File: config.mk
export PLATFORM = sky130hd
export DESIGN_NAME = muldiv_unit
export DESIGN_NICKNAME = d
export VERILOG_FILES = /design/src/rtl/muldiv_unit.sv
export SDC_FILE = /design/constraint.sdc
export NUM_CORES = 1
export LEC_CHECK = 0
export CAP_MARGIN = 0
export CORE_MARGIN = 4
export CORE_UTILIZATION = 49
export CTS_CLUSTER_DIAMETER = 80
export DETAILED_ROUTE_END_ITERATION = 16
export HOLD_SLACK_MARGIN = 0.02
export PLACE_DENSITY_LB_ADDON = 0.05
export REMOVE_ABC_BUFFERS = 1
export SLEW_MARGIN = 15
export SYNTH_ARGS = -nofsm -noshare
export SYNTH_HDL_FRONTEND = slang
export SYNTH_SLANG_ARGS = --single-unit
export TNS_END_PERCENT = 10
File: constraint.sdc
create_clock -name CLK -period 12.65 [get_ports CLK]
set_input_delay 1.265 -clock CLK [delete_from_list [all_inputs] [get_ports CLK]]
set_output_delay 1.265 -clock CLK [all_outputs]
set_load 0.005 [all_outputs]
File: src/rtl/muldiv_unit.sv
// Iterative multiply/divide unit for the EX stage: MULT, MULTU, DIV, DIVU
// over WIDTH-bit operands, with results held in HI/LO until the next completion.
//
// Ports:
//   CLK, RST       clock, asynchronous active-high reset
//   start, op      request (sampled only while ready); 00 MULT 01 MULTU 10 DIV 11 DIVU
//   portA, portB   multiplicand/dividend, multiplier/divisor (sampled with start)
//   flush          synchronous abort of the in-flight operation
//   ready, busy    idle / not idle, for the hazard unit
//   done           one-cycle completion pulse
//   divzero        last completed op was a divide by zero
//   hi, lo         HI/LO result registers
//
// Build option: define MULDIV_EARLY_OUT_EN to end a multiply as soon as the
// remaining multiplier bits are zero (results identical, divide unaffected).
module muldiv_unit #(
   parameter int WIDTH = 32
) (
   input  logic             CLK,
   input  logic             RST,
   input  logic             start,
   input  logic [1:0]       op,
   input  logic [WIDTH-1:0] portA,
   input  logic [WIDTH-1:0] portB,
   input  logic             flush,
   output logic             ready,
   output logic             busy,
   output logic             done,
   output logic             divzero,
   output logic [WIDTH-1:0] hi,
   output logic [WIDTH-1:0] lo
);

   localparam int CW = $clog2(WIDTH) + 1;
   localparam logic [CW-1:0] LAST = CW'(WIDTH - 1);

   typedef enum logic [2:0] {
      S_IDLE,
      S_PREP,
      S_RUN,
      S_FIX,
      S_DONE
   } state_t;

   state_t             state;
   logic [1:0]         op_q;
   logic [WIDTH-1:0]   a_raw;
   logic [WIDTH-1:0]   b_raw;
   // b: multiplier (shifted right) or divisor
   logic [WIDTH-1:0]   b;
   // acc: product accumulator, or remainder in the low half
   logic [2*WIDTH-1:0] acc;
   // sh: shifted multiplicand, or dividend/quotient shifter in the low half
   logic [2*WIDTH-1:0] sh;
   logic [CW-1:0]      cnt;
   logic               neg_p;
   logic               neg_r;

   logic               is_mul;
   logic               sgn;
   logic               sa;
   logic               sb;
   logic [WIDTH-1:0]   a_abs;
   logic [WIDTH-1:0]   b_abs;
   logic [2*WIDTH-1:0] mul_sum;
   logic [WIDTH:0]     div_r1;
   logic [WIDTH:0]     div_sub;
   logic               div_ge;
   logic               early;
   logic               last_step;
   logic [2*WIDTH-1:0] prod;
   logic [WIDTH-1:0]   quo;
   logic [WIDTH-1:0]   rem;

   assign ready = (state == S_IDLE);
   assign busy  = ~ready;

   always_comb begin
      is_mul  = ~op_q[1];
      sgn     = ~op_q[0];
      sa      = sgn & a_raw[WIDTH-1];
      sb      = sgn & b_raw[WIDTH-1];
      a_abs   = sa ? -a_raw : a_raw;
      b_abs   = sb ? -b_raw : b_raw;
      mul_sum = b[0] ? (acc + sh) : acc;
      div_r1  = {acc[WIDTH-1:0], sh[WIDTH-1]};
      div_sub = div_r1 - {1'b0, b};
      // no borrow out of the trial subtraction means r1 >= divisor
      div_ge  = ~div_sub[WIDTH];
`ifdef MULDIV_EARLY_OUT_EN
      early   = is_mul && (b[WIDTH-1:1] == '0);
`else
      early   = 1'b0;
`endif
      last_step = (cnt == LAST) | early;
      prod    = neg_p ? -acc : acc;
      quo     = neg_p ? -sh[WIDTH-1:0] : sh[WIDTH-1:0];
      rem     = neg_r ? -acc[WIDTH-1:0] : acc[WIDTH-1:0];
   end

   always_ff @(posedge CLK or posedge RST) begin
      if (RST) begin
         state   <= S_IDLE;
         op_q    <= '0;
         a_raw   <= '0;
         b_raw   <= '0;
         b       <= '0;
         acc     <= '0;
         sh      <= '0;
         cnt     <= '0;
         neg_p   <= 1'b0;
         neg_r   <= 1'b0;
         done    <= 1'b0;
         divzero <= 1'b0;
         hi      <= '0;
         lo      <= '0;
      end else begin
         done <= 1'b0;
         unique case (state)
            S_IDLE: begin
               if (start && !flush) begin
                  op_q  <= op;
                  a_raw <= portA;
                  b_raw <= portB;
                  state <= S_PREP;
               end
            end
            S_PREP: begin
               if (flush) begin
                  state <= S_IDLE;
               end else if (!is_mul && (b_raw == '0)) begin
                  lo      <= '1;
                  hi      <= a_raw;
                  divzero <= 1'b1;
                  done    <= 1'b1;
                  state   <= S_DONE;
               end else begin
                  acc   <= '0;
                  sh    <= {{WIDTH{1'b0}}, a_abs};
                  b     <= b_abs;
                  cnt   <= '0;
                  neg_p <= sa ^ sb;
                  neg_r <= sa;
                  state <= S_RUN;
               end
            end
            S_RUN: begin
               if (flush) begin
                  state <= S_IDLE;
               end else begin
                  if (is_mul) begin
                     acc <= mul_sum;
                     sh  <= sh << 1;
                     b   <= b >> 1;
                  end else begin
                     acc[WIDTH-1:0] <= div_ge ? div_sub[WIDTH-1:0]
                                              : div_r1[WIDTH-1:0];
                     sh[WIDTH-1:0]  <= {sh[WIDTH-2:0], div_ge};
                  end
                  cnt <= cnt + 1'b1;
                  if (last_step) state <= S_FIX;
               end
            end
            S_FIX: begin
               if (flush) begin
                  state <= S_IDLE;
               end else begin
                  if (is_mul) begin
                     {hi, lo} <= prod;
                  end else begin
                     lo <= quo;
                     hi <= rem;
                  end
                  divzero <= 1'b0;
                  done    <= 1'b1;
                  state   <= S_DONE;
               end
            end
            S_DONE: begin
               state <= S_IDLE;
            end
            default: begin
               state <= S_IDLE;
            end
         endcase
      end
   end

endmodule

==> run summary <==
Top cell type's share of synthesized area: 0.344
Clock Latency Late Sink: 0.56 ns
Post-cts sizing count: 0
Slew @ Worst Pin: 1.14 ns
Post-Syn Area per Cell: 8.21 um2
Routed length per placed instance: 21.2 um
Cts-stage hold buffer count: 0
EDFF count, synth: 0
Diode count: 0
Layout cells sized above 1: 0.0666
Combinational share of power: 0.530
Setup CP Type: register to register
Clock Power Share: 0.196
H-tree Lvls: 2
Outcome: finished, final reports clean
Starting Density: 0.497
Min Tclk post-route: 4.81 ns
Setup TNS: 0 ns
Total power: 0.00619 W
Max Cap Violations: 0
DR iter-0 viols: 1881
Worst Path Max Fanout: 73
Yosys cell types: 83
Final period util: 0.380
Async SR Flop Fraction: 1.00
Die height: 220 um
Final hold slack: 0.477 ns
Vias in the first global route: 19500
Worst Setup End Kind: register
Top post-synthesis cells by area: dfrtp_1 34%, nand2_1 6.3%, o21ai_0 6.0%
Clock skew: 0.0205 ns
Drt drc: 0
Slowest stage cell on the critical path: or3_1
Post-Syn Instances: 2688
CTS tree: done
Routed WL: 70900 um
Vias: 20100
First-pass GRT wire length: 111000 um
# port buffers: 137
# nets final: 2890
Flop pwr share: 0.274
Root Buffer: clkbuf_16
Largest net degree at the start of global routing: 84
CP Cell Sequence: nor3_1, nand2_1, nor3_1, nand4_1, or3_1, nand2_8, a21oi_4, o21ai_2, buf_4, or2_1, o21ai_0
GP Congestion: 0.930
Synth area leader: dfrtp_1
Top-count cell post-synth: nand2_1
Total net switching power: 0.00283 W
Row Count: 77
Post-synth top cells: 371 x nand2_1, 303 x dfrtp_1, 264 x o21ai_0
CTS buffer count: 39
Required time of the critical path: 13.04 ns
#FFs+latches synth: 303
Clk pin slew, worst setup/hold paths: 0.06 ns
Peak Freq: 0.208 GHz
RSZ-0062 raised after global routing: false
Final hold violations: 0
Hold Path Class: register to register
Yosys warning count: 0
Pwr Density: 247 mW/mm2
GR Overflow Total: 0
Worst VDD drop: 0.158 mV
Post-layout util: 0.565
Detail Route Antenna Nets: 0
Max incr delay on CP: 0.85 ns
Antenna violations before repair: 0
Sequential area share after synthesis: 0.344
Worst slew margin: 0.238
Worst path arrival time: 5.19 ns
Switching Share: 0.457
DIE WIDTH: 220 um
Drt via density: 6.03
Pleak: 10.9 nW
Area grow syn2layout: 13.7%
Pre-antenna DRT Iters: 5
Fin. max-slew vios: 0
Die area: 0.0485 mm2
Setup Fix Bufs, Post-CTS: 0
Clock Path Buffers: 3
Mapped cell area: 0.0221 mm2
Int Pwr: 0.00336 W
Final Setup Violations: 0
Core area: 0.0444 mm2
Clock Sink Count: 303
Post-DP HPWL: 53500 um
Top-Level Pins: 138
Dominant synthesized flop cell: dfrtp_1
CP most frequent cell: nor3_1
Startpoint Class: register
Tot GR Track Use: 0.288
## cell families (layout without fill, tap and decap cells)
group	count (synthesis)	count (layout)	synth area share
compound gates	848	848	0.236
xor+xnor	253	253	0.100
fa+ha+maj	102	102	0.0585
buf+inv	249	309	0.0452
flops	303	303	0.344
mux	76	76	0.0383
simple gates	857	857	0.178
## power groups by stage
stage	Clock [W]	Sequential (W)	Combinational [W]
5_1_grt	0.00128	0.00173	0.00363
3_5_place_dp	0	0.00171	0.00322
4_1_cts	0.00123	0.00169	0.00325
3_3_place_gp	0	0.00170	0.00319
2_1_floorplan	0	0.00158	0.00226
6_report	0.00121	0.00170	0.00329
## critical path, delay by kind of cell (launching register included)
family	cells	cell delay (ns)
AOI/OAI and AO/OA	3	0.51
buffers and inverters	1	0.36
DFF	1	0.42
and+or+nand+nor	7	3.27
## through the flow
stage	setup slack, ns	std cells	area, um2
floorplan	3.01	2518	21400
global placement	8.03	3269	23700
detailed placement	7.92	3269	23700
CTS	7.88	3340	25100
global route	7.54	3340	25100
finish	7.84	3340	25100
## metal layers
metal,wire length [um],GRT usage,up-vias
li1,-,-,9676
met3,3270,0.0303,96
met2,33800,0.484,550
met1,32100,0.402,9825
met4,1690,0.0712,0
met5,0,0,-
## registers in the layout, summed over array words and instances, names as in the netlist
name / cells
b: 32
neg_p: 1
lo: 32
op_q: 2
acc: 64
done: 1
a_raw: 32
sh: 64
state: 3
divzero: 1
neg_r: 1
b_raw: 32
cnt: 6
hi: 32
## placed cells by master, fill, tap and decap left out, drive strengths merged, types with 27 or more instances in the layout
master	synthesis	final
nor2	187	187
o21ai	267	267
clkdlybuf4s50	0	137
clkbuf	122	51
nor3	42	42
nand2	373	373
a21o	46	46
dfrtp	303	303
o31ai	53	53
o211ai	36	36
nand3	73	73
inv	79	80
xnor2	136	136
xor2	117	117
or3	35	35
a211oi	27	27
a21oi	249	249
mux2	58	58
ha	100	100
## worst paths after layout
| kind | start | end | slack, ns | cells past startpoint |
|---|---|---|---|---|
| setup / recovery | b_raw[15] | acc[60] | 7.84 | 11 |
| hold / removal | hi[0] | hi[0] | 0.48 | 2 |
| setup reg to reg | b_raw[15] | acc[60] | 7.84 | 11 |
| hold reg to reg | hi[0] | hi[0] | 0.48 | 2 |
| max in group asynchronous | RST | hi[31] | 9.93 | 3 |
| min in group asynchronous | RST | b_raw[2] | 1.19 | 2 |
## layout make-up
| cell class | instances | area [um2] |
|---|---|---|
| Inverter | 79 | 304 |
| Clock buffer | 51 | 1090 |
| Fill cell | 4140 | 19300 |
| Timing Repair Buffer | 159 | 1540 |
| Tap cell | 592 | 741 |
| Multi-Input combinational cell | 2136 | 13500 |
| Sequential cell | 303 | 7590 |
| Clock inverter | 20 | 294 |
No activity file was read; power rests on OpenSTA's default activity.
==> edit (same settings) <==
The option `MULDIV_EARLY_OUT_EN` is turned on by a define.
--- a/src/rtl/muldiv_unit.sv
+++ b/src/rtl/muldiv_unit.sv
@@ -13,6 +13,8 @@
 //
 // Build option: define MULDIV_EARLY_OUT_EN to end a multiply as soon as the
 // remaining multiplier bits are zero (results identical, divide unaffected).
+`define MULDIV_EARLY_OUT_EN
+
 module muldiv_unit #(
    parameter int WIDTH = 32
 ) (
Check against the original RTL: same outputs for any inputs over 4 cycles, from zero or initial values and one cycle with RST high; that may be too few to reach the edited logic, so the function may still have changed.
==> edit against the unedited design <==
- wire length increased by 3.8%
- maximum frequency increased by 4.0%
- synthesized cell count increased by 2.4%
- non-clock buffer count increased by 8
- largest cell class unchanged
- worst setup slack improved by 0.18 ns
- count of clock-buffer cells in the layout increased by 6
- final area increased by 1.6%
- worst hold slack about the same
- clock power decreased by 4%
- total power decreased by 0.64%
- sequential cell count unchanged
- highest routed layer is now met5
- area after synthesis increased by 1.4%
==> edit: results (changes against the unedited design) <==
outcome: "finished, final reports clean"  # unchanged
numPlacedInstances: 3350  # was 3269
firstDrtPassIters: 6  # was 5
viasPerCell: 6.04  # was 6.03
max_stage_delay_ns: 0.58  # was 0.85 ns
gr-usage-met2: 0.456  # was 0.484
synthMuxAreaShare: 0.0388  # was 0.0383
clock_skew_ns: 0.0197  # was 0.0205 ns
syn-mean-instance-area_sq_um: 8.14  # was 8.21 sq um
synthTopCellsByCount: "364 x nand2_1, 303 x dfrtp_1, 288 x o21ai_0"  # was 371 x nand2_1, 303 x dfrtp_1, 264 x o21ai_0
seq_area_frac_synth: 0.339  # was 0.344
detailroute.via_count: 20692  # was 20147
maxCapViolations: 0  # unchanged
slowest_stage: "or4_1"  # was or3_1
drt_iter0_markers: 1716  # was 1881
critPathMaxFanout: 71  # was 73
dpl_cell_area_sq_um: 24200  # was 23700 sq um
ir_drop_uv: 134  # was 158 uV
cts_made_buffers: 40  # was 39
wl_met2_mm: 32.6  # was 33.8 mm
grt_pass1_wl_mm: 115  # was 111 mm
hpwl_mm: 55.2  # was 53.5 mm
grt_use_total: 0.291  # was 0.288
synth_compound_area_frac: 0.243  # was 0.236
nNetsFinal: 2964  # was 2890
wl_per_cell_microns: 21.5  # was 21.2 microns
power.leakage_nw: 10.8  # was 10.9 nW
synth.top_cells.by_area: "dfrtp_1 34%, o21ai_0 6.4%, a21oi_1 6.3%"  # was dfrtp_1 34%, nand2_1 6.3%, o21ai_0 6.0%
pre_cts_ws_ns: 8.04  # was 7.92 ns
antenna_found_initial: 2  # was 0
synthXorXnorAreaFrac: 0.0966  # was 0.100
drt-met1-wl_mm: 33.4  # was 32.1 mm
synth_fa_ha_area_frac: 0.0577  # was 0.0585
grt_pass1_vias: 19928  # was 19465
met3_usage: 0.0527  # was 0.0303
slew_headroom: 0.223  # was 0.238
wl_met3_mm: 4.67  # was 3.27 mm
drive_above_1_share: 0.0705  # was 0.0666
ys.warnings.count: 0  # unchanged
r2r-start: "b_raw[16]"  # was b_raw[15]
arrival_ns: 5.05  # was 5.19 ns
grt_max_degree: 128  # was 84
globalplace.congestion: 0.986  # was 0.930
met1_usage: 0.406  # was 0.402
min_from: "hi[5]"  # was hi[0]
==> edit: layout make-up <==
cell class	instances	area [sq um]	area share
inverters	78	300	0.0118
clock inverters	16	188	0.00736
flip-flops and latches	303	7590	0.298
repair buffers	167	1600	0.0626
well taps	600	751	0.0294
clock buffers	57	1150	0.0450
multi-input cells	2202	13900	0.546
==> edit: path summary, 6_finish.rpt <==
check | end | slack (ns) | depth (start not counted)
worst min-delay path | hi[5] | 0.48 | 2
worst max-delay path | acc[45] | 8.03 | 14
worst min register to register | hi[5] | 0.48 | 2
min in group asynchronous | hi[3] | 1.13 | 2
worst max register to register | acc[45] | 8.03 | 14
max in group asynchronous | sh[62] | 9.68 | 4
==> edit: where the power goes <==
| part | total, mW | internal (mW) | switching, mW |
|---|---|---|---|
| combinational | 3.29 | 1.38 | 1.92 |
| sequential | 1.70 | 1.25 | 0.445 |
| clock | 1.16 | 0.698 | 0.466 |
